[src/rtl/buck_interleave_pwm.sv]
// buck_interleave_pwm
// Two-phase interleaved buck PWM generator with a free-running switching
// timebase, per-phase duty latching, dead-time gate drive, enable sequencing
// and a latched fault shutdown.
//
// Ports:
//   clk                    in   system clock (100 MHz)
//   rst                    in   synchronous active-high reset
//   enable                 in   run request (level)
//   fault                  in   over-current / gap-short fault (level)
//   fault_clr              in   fault acknowledge (level)
//   inductor_charging_time in   requested high-side on-time in clk cycles
//   timer_buck_4us_0       out  phase-0 period counter, 0..PERIOD-1
//   timer_buck_interleave  out  phase-1 period counter (phase 0 + PHASE_OFFSET)
//   period_start           out  pulse while phase-0 counter is 0
//   hs_gate / ls_gate      out  high-/low-side gates, bit k = phase k
//   run                    out  high in RUN
//   fault_latched          out  high in FAULT
module buck_interleave_pwm #(
    parameter int PERIOD       = 400,
    parameter int PHASE_OFFSET = 200,
    parameter int MAX_ON       = 200,
    parameter int MIN_ON       = 8,
    parameter int DEADTIME     = 10
) (
    input  logic        clk,
    input  logic        rst,
    input  logic        enable,
    input  logic        fault,
    input  logic        fault_clr,
    input  logic [15:0] inductor_charging_time,
    output logic [15:0] timer_buck_4us_0,
    output logic [15:0] timer_buck_interleave,
    output logic        period_start,
    output logic [1:0]  hs_gate,
    output logic [1:0]  ls_gate,
    output logic        run,
    output logic        fault_latched
);

    localparam logic [15:0] CNT_LAST = 16'(PERIOD - 1);
    localparam logic [15:0] LS_END   = 16'(PERIOD - DEADTIME);
    localparam logic [16:0] DT_W     = 17'(DEADTIME);
    localparam logic [15:0] MAX_ON_W = 16'(MAX_ON);
    localparam logic [15:0] MIN_ON_W = 16'(MIN_ON);

    typedef enum logic [1:0] {
        ST_IDLE  = 2'd0,
        ST_RUN   = 2'd1,
        ST_FAULT = 2'd2
    } state_t;

    state_t state_q, state_d;
    logic   period_start_q, period_start_d;
    logic   latch_edge0;

    // Requested on-time limited to the ceiling; slivers too short to be
    // useful are dropped entirely rather than rounded up.
    function automatic logic [15:0] clamp_on(input logic [15:0] v);
        if (v > MAX_ON_W) begin
            return MAX_ON_W;
        end else if ((v != 16'd0) && (v < MIN_ON_W)) begin
            return 16'd0;
        end else begin
            return v;
        end
    endfunction

    // IDLE->RUN waits for the last phase-0 count so switching always begins
    // on a phase-0 period boundary.
    assign latch_edge0 = (timer_buck_4us_0 == CNT_LAST);

    always_comb begin
        state_d = state_q;
        if (fault) begin
            state_d = ST_FAULT;
        end else begin
            unique case (state_q)
                ST_IDLE:  if (enable && latch_edge0) state_d = ST_RUN;
                ST_RUN:   if (!enable) state_d = ST_IDLE;
                ST_FAULT: if (fault_clr) state_d = ST_IDLE;
                default:  state_d = ST_IDLE;
            endcase
        end
    end

    always_ff @(posedge clk) begin
        if (rst) begin
            state_q <= ST_IDLE;
        end else begin
            state_q <= state_d;
        end
    end

    // Per-phase timebase, duty latch and gate drive. Each phase owns an
    // independent counter so the exported timers never depend on state.
    genvar gi;
    generate
        for (gi = 0; gi < 2; gi++) begin : ph
            localparam logic [15:0] CNT_RST = 16'(gi * PHASE_OFFSET);

            logic [15:0] cnt_q, cnt_d;
            logic [15:0] duty_q, duty_d;
            logic        act_q, act_d;
            logic        hs_q, hs_d;
            logic        ls_q, ls_d;
            logic        latch_edge;
            logic        switching;

            assign latch_edge = (cnt_q == CNT_LAST);

            // Gates use the next state so enable/fault removal reaches the
            // gates one cycle after it is sampled. act_q keeps a phase dark
            // until it has latched its first duty after entering RUN.
            assign switching = (state_d == ST_RUN) && act_q;

            always_comb begin
                cnt_d  = latch_edge ? 16'd0 : cnt_q + 16'd1;
                duty_d = duty_q;
                act_d  = act_q;
                hs_d   = switching && (cnt_q < duty_q);
                ls_d   = switching
                         && ({1'b0, cnt_q} >= ({1'b0, duty_q} + DT_W))
                         && (cnt_q < LS_END);
                if (state_d != ST_RUN) begin
                    duty_d = 16'd0;
                    act_d  = 1'b0;
                end else if (latch_edge) begin
                    duty_d = clamp_on(inductor_charging_time);
                    act_d  = 1'b1;
                end
            end

            always_ff @(posedge clk) begin
                if (rst) begin
                    cnt_q  <= CNT_RST;
                    duty_q <= 16'd0;
                    act_q  <= 1'b0;
                    hs_q   <= 1'b0;
                    ls_q   <= 1'b0;
                end else begin
                    cnt_q  <= cnt_d;
                    duty_q <= duty_d;
                    act_q  <= act_d;
                    hs_q   <= hs_d;
                    ls_q   <= ls_d;
                end
            end

            assign hs_gate[gi] = hs_q;
            assign ls_gate[gi] = ls_q;
        end
    endgenerate

    // Registered so the pulse is coincident with the counter reading 0.
    assign period_start_d = (ph[0].cnt_d == 16'd0);

    always_ff @(posedge clk) begin
        if (rst) begin
            period_start_q <= 1'b1;
        end else begin
            period_start_q <= period_start_d;
        end
    end

    assign timer_buck_4us_0      = ph[0].cnt_q;
    assign timer_buck_interleave = ph[1].cnt_q;
    assign period_start          = period_start_q;
    assign run                   = (state_q == ST_RUN);
    assign fault_latched         = (state_q == ST_FAULT);

endmodule

[config.mk]
export PLATFORM = sky130hd
export DESIGN_NAME = buck_interleave_pwm
export DESIGN_NICKNAME = d
export VERILOG_FILES = /design/src/rtl/buck_interleave_pwm.sv
export SDC_FILE = /design/constraint.sdc
export NUM_CORES = 1
export LEC_CHECK = 0
export CAP_MARGIN = 20
export CORE_ASPECT_RATIO = 0.8
export CORE_UTILIZATION = 60
export CTS_CLUSTER_SIZE = 16
export DETAILED_ROUTE_END_ITERATION = 8
export PLACE_DENSITY = 0.89
export SLEW_MARGIN = 5
export SYNTH_ARGS = -nofsm -noshare
export SYNTH_HDL_FRONTEND = slang
export SYNTH_SLANG_ARGS = --single-unit
[constraint.sdc]
create_clock -name clk -period 5 [get_ports clk]
set_input_delay 1 -clock clk [delete_from_list [all_inputs] [get_ports clk]]
set_output_delay 1 -clock clk [all_outputs]
set_load 0.03 [all_outputs]
# Word level (Yosys, flattened, before mapping)
# Index checks and enable logic that the tools add are counted.
# totals
word_cells	55
output_inout_bits	39
ram_bits	0
latch_bits	0
mem_bits_ro	0
inputBits	21
register_bits	73
mem_count	0
# classes
mux	9
n_lt_le_gt_ge	8
addsub	4
n_bitwise	0
multipliers	0
n_shift	0
n_div	0
n_eq_ne	6
reduce_logical	15
# op_table
operator	n
two-way mux 16 bit	3
adder 16 x 4 -> 17 bit, second input constant	2
greater-or-equal comparator 16 x 17 -> 1 bit	2
adder 16 x 1 -> 16 bit, second input constant	2
equality test 16 x 9 -> 1 bit, second input constant	2
less-than comparator 16 bit	2
less-than comparator 16 x 9 -> 1 bit, second input constant	2
> comparator 16 x 8 -> 1 bit, second input constant	1
zero test 16 bit	1
less-than comparator 16 x 4 -> 1 bit, second input constant	1
nonzero test 16 bit	1
logical AND 1 bit	10
two-way mux 2 bit	4
two-way mux 8 bit	1
one-hot mux 2 bit (3 select lines)	1
equality test 2 x 1 -> 1 bit, second input constant	2
OR reduction 2 bit	2
equality test 2 bit, second input constant	1
zero test 2 bit	1
inequality test 2 x 1 -> 1 bit, second input constant	1

# Depth between registers and ports, before layout
# Gate-level depths: netlist (run 1).
# logic_depth
word_depth	9
ltp_mapped	14
ltp_nobuf	14

# Worst setup path before layout (run 1)
# Ideal clock, no wire load.
# synth_timing
kind	register -> register
start	register ph[0].duty_q[6]
end	register ph[0].ls_q
path_slack_ns	2.491
synth_period_minus_slack_ns	2.509
path_buffers	0
setup_ns	0.120
t_required_ns	4.880
path_stages_with_launch	10
arrival_time_ns	2.389
path_cell_list	dfxtp_1 inv_1 nor3_1 and4_1 or3b_1 xnor2_1 ha_1 a2111oi_0 o21ai_0 o31a_1
# synth_via
elab_chain_cells	4
# synth_rtl
item	line	rtl
start: declaration	103	logic [15:0] duty_q, duty_d;
start signal: assignment	143	duty_q <= duty_d;
adder 16 x 4 -> 17 bit	123	&& ({1'b0, cnt_q} >= ({1'b0, duty_q} + DT_W))
greater-or-equal comparator 16 x 17 -> 1 bit	123	
logical AND 1 bit	123	
logical AND 1 bit	124	&& (cnt_q < LS_END);
end signal: assignment	146	ls_q <= ls_d;
end: declaration	106	logic ls_q, ls_d;
# No other way between the ends.
# A chain may end at the register's enable or synchronous reset.

==> impl_metrics.ini, run 1 <==
[routing]
drtIter0Drc = 338
first_pass_iters = 6
wl_per_cell_um = 17.3
route.detailed.drc = 0
ant_nets = 0
routed_wl_mm = 12.7
routed_via_density = 5.99
via_count = 4388

[layout]
layout_commonest_cell = dfxtp_1
n_antenna_cell = 0
drive_gt1_share_pct = 3.98
area_growth_pct = 17.6
layout_common_cells = 73 x dfxtp_1, 72 x nor2_1, 67 x ha_1
final_cells = 733
nNetsFinal = 711

[placed_design]
place_ws_ns = 1.61
io_buffers = 59
dp_hpwl_mm = 9.56
dpl.cell_count = 717
gp_congestion = 0.958

[timing]
fin_crit_ns = 2.97
finalMaxSlewViolations = 0
slew-limit-headroom_pct = 42.8
clock_skew_ns = 0.00945
setup_slack_ns = 2.03
finalHoldViolCount = 0
rsz0062_at_grt = false
fin_crit_sh_pct = 59.4
finalSetupViolCount = 0
tns_ns = 0
max_freq_ghz = 0.337
worst_pin_slew_ns = 0.850

[logic_synthesis]
synth-compound-area-share_pct = 13.4
syn-num-nets = 657
synth_top_family_by_area = simple AND/OR/NAND/NOR gates
synthFlopType = dfxtp_1
ys_types = 57
synthAdderAreaFrac_pct = 17.4
synthXorXnorAreaFrac_pct = 9.81
ys_seq_elements = 73
yosysSeqAreaShare_pct = 30.3
ys_async_sr_fraction_pct = 0
syn_avg_cell_area_um2 = 8.48
synth-simple-area-share_pct = 21.9
synthMuxAreaShare_pct = 1.87
ys_warn_count = 0
netlist_area_mm2 = 0.00482
synth-edff-count = 0
syn_inst = 569

[setup_path]
critPathRequiredTime_ns = 5.26
startpoint = rst
end_kind = register
path_cells = clkdlybuf4s50_1 -> nor4b_1 -> o21ai_4 -> inv_2 -> nand3_1 -> a311oi_1
max_stage_delay_ns = 0.69
reg2reg_from = ph[0].duty_q[1]$_SDFFE_PP0N_
slowest_stage = clkdlybuf4s50_1
arrival_ns = 3.23
crit_type = input pin to register
path_max_fanout = 28
start_kind = input pin

[global_routing]
grt_max_degree = 29
antenna_found_initial = 0
grt_pass1_vias = 4246
grt_overflow = 0
grt_pass1_wl_mm = 20.3
grt_use_total_pct = 32.1

[floorplanning]
floorplan.initialDensity_pct = 63.4
fp.dieArea_mm2 = 0.00840
rows = 28
coreArea_mm2 = 0.00760
boundaryPins = 60
die_w_um = 102
die_h_um = 82.2

[clock_tree]
cts-buffers-inserted = 9
cts_resized = 0
post_cts_buffers = 0
tritoncts = built
clkSinkCount = 73
cts-htree-levels = 3
path_clk_slew_ns = 0.08
cts_hold_buf = 0
clk_latency_ns = 0.35
clock_path_buffers = 2
cts_root_buf = clkbuf_8

[power]
peakVddDrop_uv = 167
p_total_mw = 1.15
p_per_area_mw_per_mm2 = 204
leakage_nw = 2.15

[job]
cap_violations = 0

[hold_path]
hp-start = ph[1].act_q$_SDFFE_PP0N_
hold_class = register to register

[run_status]
status = finished clean
-- critical path: cells and delay by family --
family / cells / cell delay, ns
AOI/OAI and AO/OA: 2 / 0.60
buffers and inverters: 2 / 0.88
and+or+nand+nor: 2 / 0.74
-- stage by stage --
| step | hold WS [ns] | cell area, um2 | utilization, % |
|---|---|---|---|
| 2_1_floorplan | 0.441 | 4820 | - |
| 3_3_place_gp | 0.463 | 5470 | 71.9 |
| 3_5_place_dp | 0.466 | 5470 | 71.9 |
| 4_1_cts | 0.477 | 5670 | 74.6 |
| 5_1_grt | 0.490 | 5670 | 74.6 |
| 6_report | 0.475 | 5670 | 74.6 |
-- area by class of cell --
cell class	instances	area (um2)
Timing Repair Buffer	61	606
Clock buffer	10	138
Fill cell	553	1930
Inverter	43	161
Tap cell	105	131
Clock inverter	6	66.3
Multi-Input combinational cell	435	3110
Sequential cell	73	1460
-- registers in the layout (all words and copies together), names as in the netlist --
signal,cells
ph.duty_q,32
period_start,1
ph.hs_q,2
ph.ls_q,2
timer_buck_4us_0,16
timer_buck_interleave,16
ph.act_q,2
state_q,2
-- final timing paths --
path                           endpoint  slack (ns)  depth (start not counted)
setup / recovery  ph[1].hs_q$_SDFF_PP0_        2.03                          6
hold / removal    ph[1].ls_q$_SDFF_PP0_        0.48                          2
setup reg to reg  ph[0].ls_q$_SDFF_PP0_        2.11                         10
hold reg to reg   ph[1].ls_q$_SDFF_PP0_        0.48                          2
-- routing by layer --
metal  wire (um)  global-route usage, %  vias up
met5           0                      0        -
met4         220                   10.6        0
met3        1020                   5.72       28
met2        5780                   53.0      191
met1        5690                   42.5     2052
li1            -                      -     2117
-- kinds of logic after synthesis --
logic type,after synthesis
and+or+nand+nor,212
xor gates and xnor gates,54
AOI/OAI and AO/OA,93
DFF,73
muxes,9
adders and majority gates,67
buffers and inverters,61
-- Yosys cell counts (all sizes together), types with 3 or more instances --
library cell | count | area, um2
a2111oi | 3 | 26.3
a211oi | 4 | 30.0
a21o | 9 | 67.6
a21oi | 24 | 120
a2bb2oi | 5 | 43.8
and2 | 3 | 18.8
and3 | 6 | 37.5
and4 | 3 | 26.3
buf | 10 | 65.1
clkbuf | 8 | 32.5
dfxtp | 73 | 1460
ha | 67 | 838
inv | 43 | 161
mux2i | 9 | 90.1
nand2 | 22 | 82.6
nand2b | 6 | 37.5
nand3 | 27 | 135
nand4 | 13 | 81.3
nor2 | 72 | 270
nor2b | 8 | 50.1
nor3 | 29 | 145
nor4 | 9 | 62.6
nor4b | 3 | 32.5
o21a | 7 | 52.6
o21ai | 16 | 91.3
o21bai | 5 | 37.5
or3 | 4 | 25.0
xnor2 | 42 | 368
xor2 | 12 | 105
-- report_power, final --
| part | internal, mW | leakage (nW) | switching [mW] | total, mW |
|---|---|---|---|---|
| Combinational | 0.0402 | 1.45 | 0.0379 | 0.0781 |
| Sequential | 0.586 | 0.590 | 0.0122 | 0.598 |
| Clock | 0.246 | 0.107 | 0.233 | 0.478 |
| Total | 0.872 | 2.15 | 0.283 | 1.15 |
No activity file was read; power rests on OpenSTA's default activity.
==> run 2, diff against run 1 <==
Settings changed: CORE_UTILIZATION 60 to 51, PLACE_DENSITY 0.89 to 0.81.
Clock period 5 ns to 2.4 ns, I/O delays scaled along.
==> impl_metrics.ini, run 2 (synthesized netlist as in run 1, its figures left out) <==
[run_status]
status = finished with violations
violations = setup timing

[setup_path]
max_stage_delay_ns = 0.37
start_kind = register
r2r_cells = 11
r2r_slack_ns = -0.19
path_max_fanout = 3
reg2reg_from = ph[0].duty_q[2]$_SDFFE_PP0N_
end_kind = register
slowest_stage = dfxtp_4
critPathRequiredTime_ns = 2.63
worstReg2RegEnd = ph[0].ls_q$_SDFF_PP0_
path_cells = ha_4 -> o21ai_2 -> nor2_2 -> and4_4 -> buf_4 -> nand3_1 -> xnor2_1 -> ha_1 -> a2111oi_2 -> o21ai_1 -> o31a_1
arrival_ns = 2.81
crit_type = register to register
startpoint = ph[0].duty_q[2]$_SDFFE_PP0N_

[routing]
wl_per_cell_um = 17.2
drtIter0Drc = 294
ant_nets = 0
route.detailed.drc = 0
routed_wl_mm = 13.6
via_count = 4652
first_pass_iters = 5
routed_via_density = 5.91

[layout]
final_cells = 787
largest_reg_flops = 32
n_antenna_cell = 0
layout_common_cells = 70 x nor2_1, 68 x dfxtp_1, 64 x ha_1
drive_gt1_share_pct = 13.4
layout_commonest_cell = nor2_1
nNetsFinal = 755
final_cell_area_mm2 = 0.00622
largest-register = ph.duty_q
final_util_pct = 68.3
area_growth_pct = 29.0

[timing]
setup_slack_ns = -0.187
finalMaxSlewViolations = 0
slew-limit-headroom_pct = 68.8
finalSetupViolCount = 1
worst_pin_slew_ns = 0.455
finalHoldViolCount = 0
max_freq_ghz = 0.387
fin_crit_sh_pct = 108
clock_skew_ns = 0.00578
rsz0062_at_grt = true
fin_crit_ns = 2.59
holdWs_ns = 0.501
tns_ns = -0.187

[placed_design]
place_ws_ns = -0.125
placed_cell_area_mm2 = 0.00576
gp_congestion = 0.892
dp_hpwl_mm = 9.61
dpl.cell_count = 763
io_buffers = 59

[floorplanning]
die_w_um = 111
rows = 31
coreArea_mm2 = 0.00911
fp.dieArea_mm2 = 0.00985
die_h_um = 89.0
boundaryPins = 60
floorplan.initialDensity_pct = 52.9

[clock_tree]
clkSinkCount = 73
cts_hold_buf = 0
cts_root_buf = clkbuf_16
cts-htree-levels = 3
path_clk_slew_ns = 0.06
clock_path_buffers = 2
tritoncts = built
clk_latency_ns = 0.34
cts-buffers-inserted = 9

[global_routing]
grt_pass1_vias = 4468
antenna_found_initial = 0
grt_use_total_pct = 27.5
grt_max_degree = 27
grt_pass1_wl_mm = 21.6
grt_overflow = 0

[hold_path]
hp-start = ph[0].duty_q[5]$_SDFFE_PP0N_
hold_class = register to register
min_to = ph[0].duty_q[5]$_SDFFE_PP0N_
holdPathStages = 2

[job]
cap_violations = 0

[power]
leakage_nw = 2.43
p_per_area_mw_per_mm2 = 450
p_total_mw = 2.80
peakVddDrop_uv = 291
[run 2: timing repair]
item                       CTS  global route
setup buffers                3             5
resized for setup           13            13
pin swaps                    3             6
setup endpoints to repair    2             3
[run 2: critical path, delay by kind of cell (launching register included)]
| kind | cells | cell delay, ns |
|---|---|---|
| buf+inv | 1 | 0.11 |
| flops | 1 | 0.37 |
| compound gates | 4 | 0.88 |
| xor+xnor | 1 | 0.19 |
| simple gates | 3 | 0.48 |
| fa+ha+maj | 2 | 0.43 |
[run 2: final cells by class]
type	instances	area (um2)
Clock inverter	6	67.6
Timing Repair Buffer	105	936
Sequential cell	73	1480
Clock buffer	10	239
Tap cell	115	144
Multi-Input combinational cell	435	3200
Inverter	43	161
Fill cell	681	2890
[run 2: worst max-delay path by stage]
stage | depth (start not counted) | end
after floorplan | 10 | ph[0].ls_q$_SDFF_PP0_
after global placement | 10 | ph[0].ls_q$_SDFF_PP0_
after detailed placement | 10 | ph[0].ls_q$_SDFF_PP0_
after CTS | 11 | ph[0].ls_q$_SDFF_PP0_
after global routing | 11 | ph[0].ls_q$_SDFF_PP0_
final | 11 | ph[0].ls_q$_SDFF_PP0_
[run 2: routing by layer]
layer  track usage (%)  up-vias  routed length [um]
met1              36.3     2184                5910
met3              5.83       43                1100
met2              45.1      220                6190
met5                 0        -                   0
met4              9.70        0                 359
li1                  -     2205                   -
[run 2: power breakdown]
part | total [mW] | switching, mW | internal [mW]
registers | 1.24 | 0.0162 | 1.22
clock network | 1.39 | 0.554 | 0.835
logic | 0.178 | 0.0887 | 0.0897
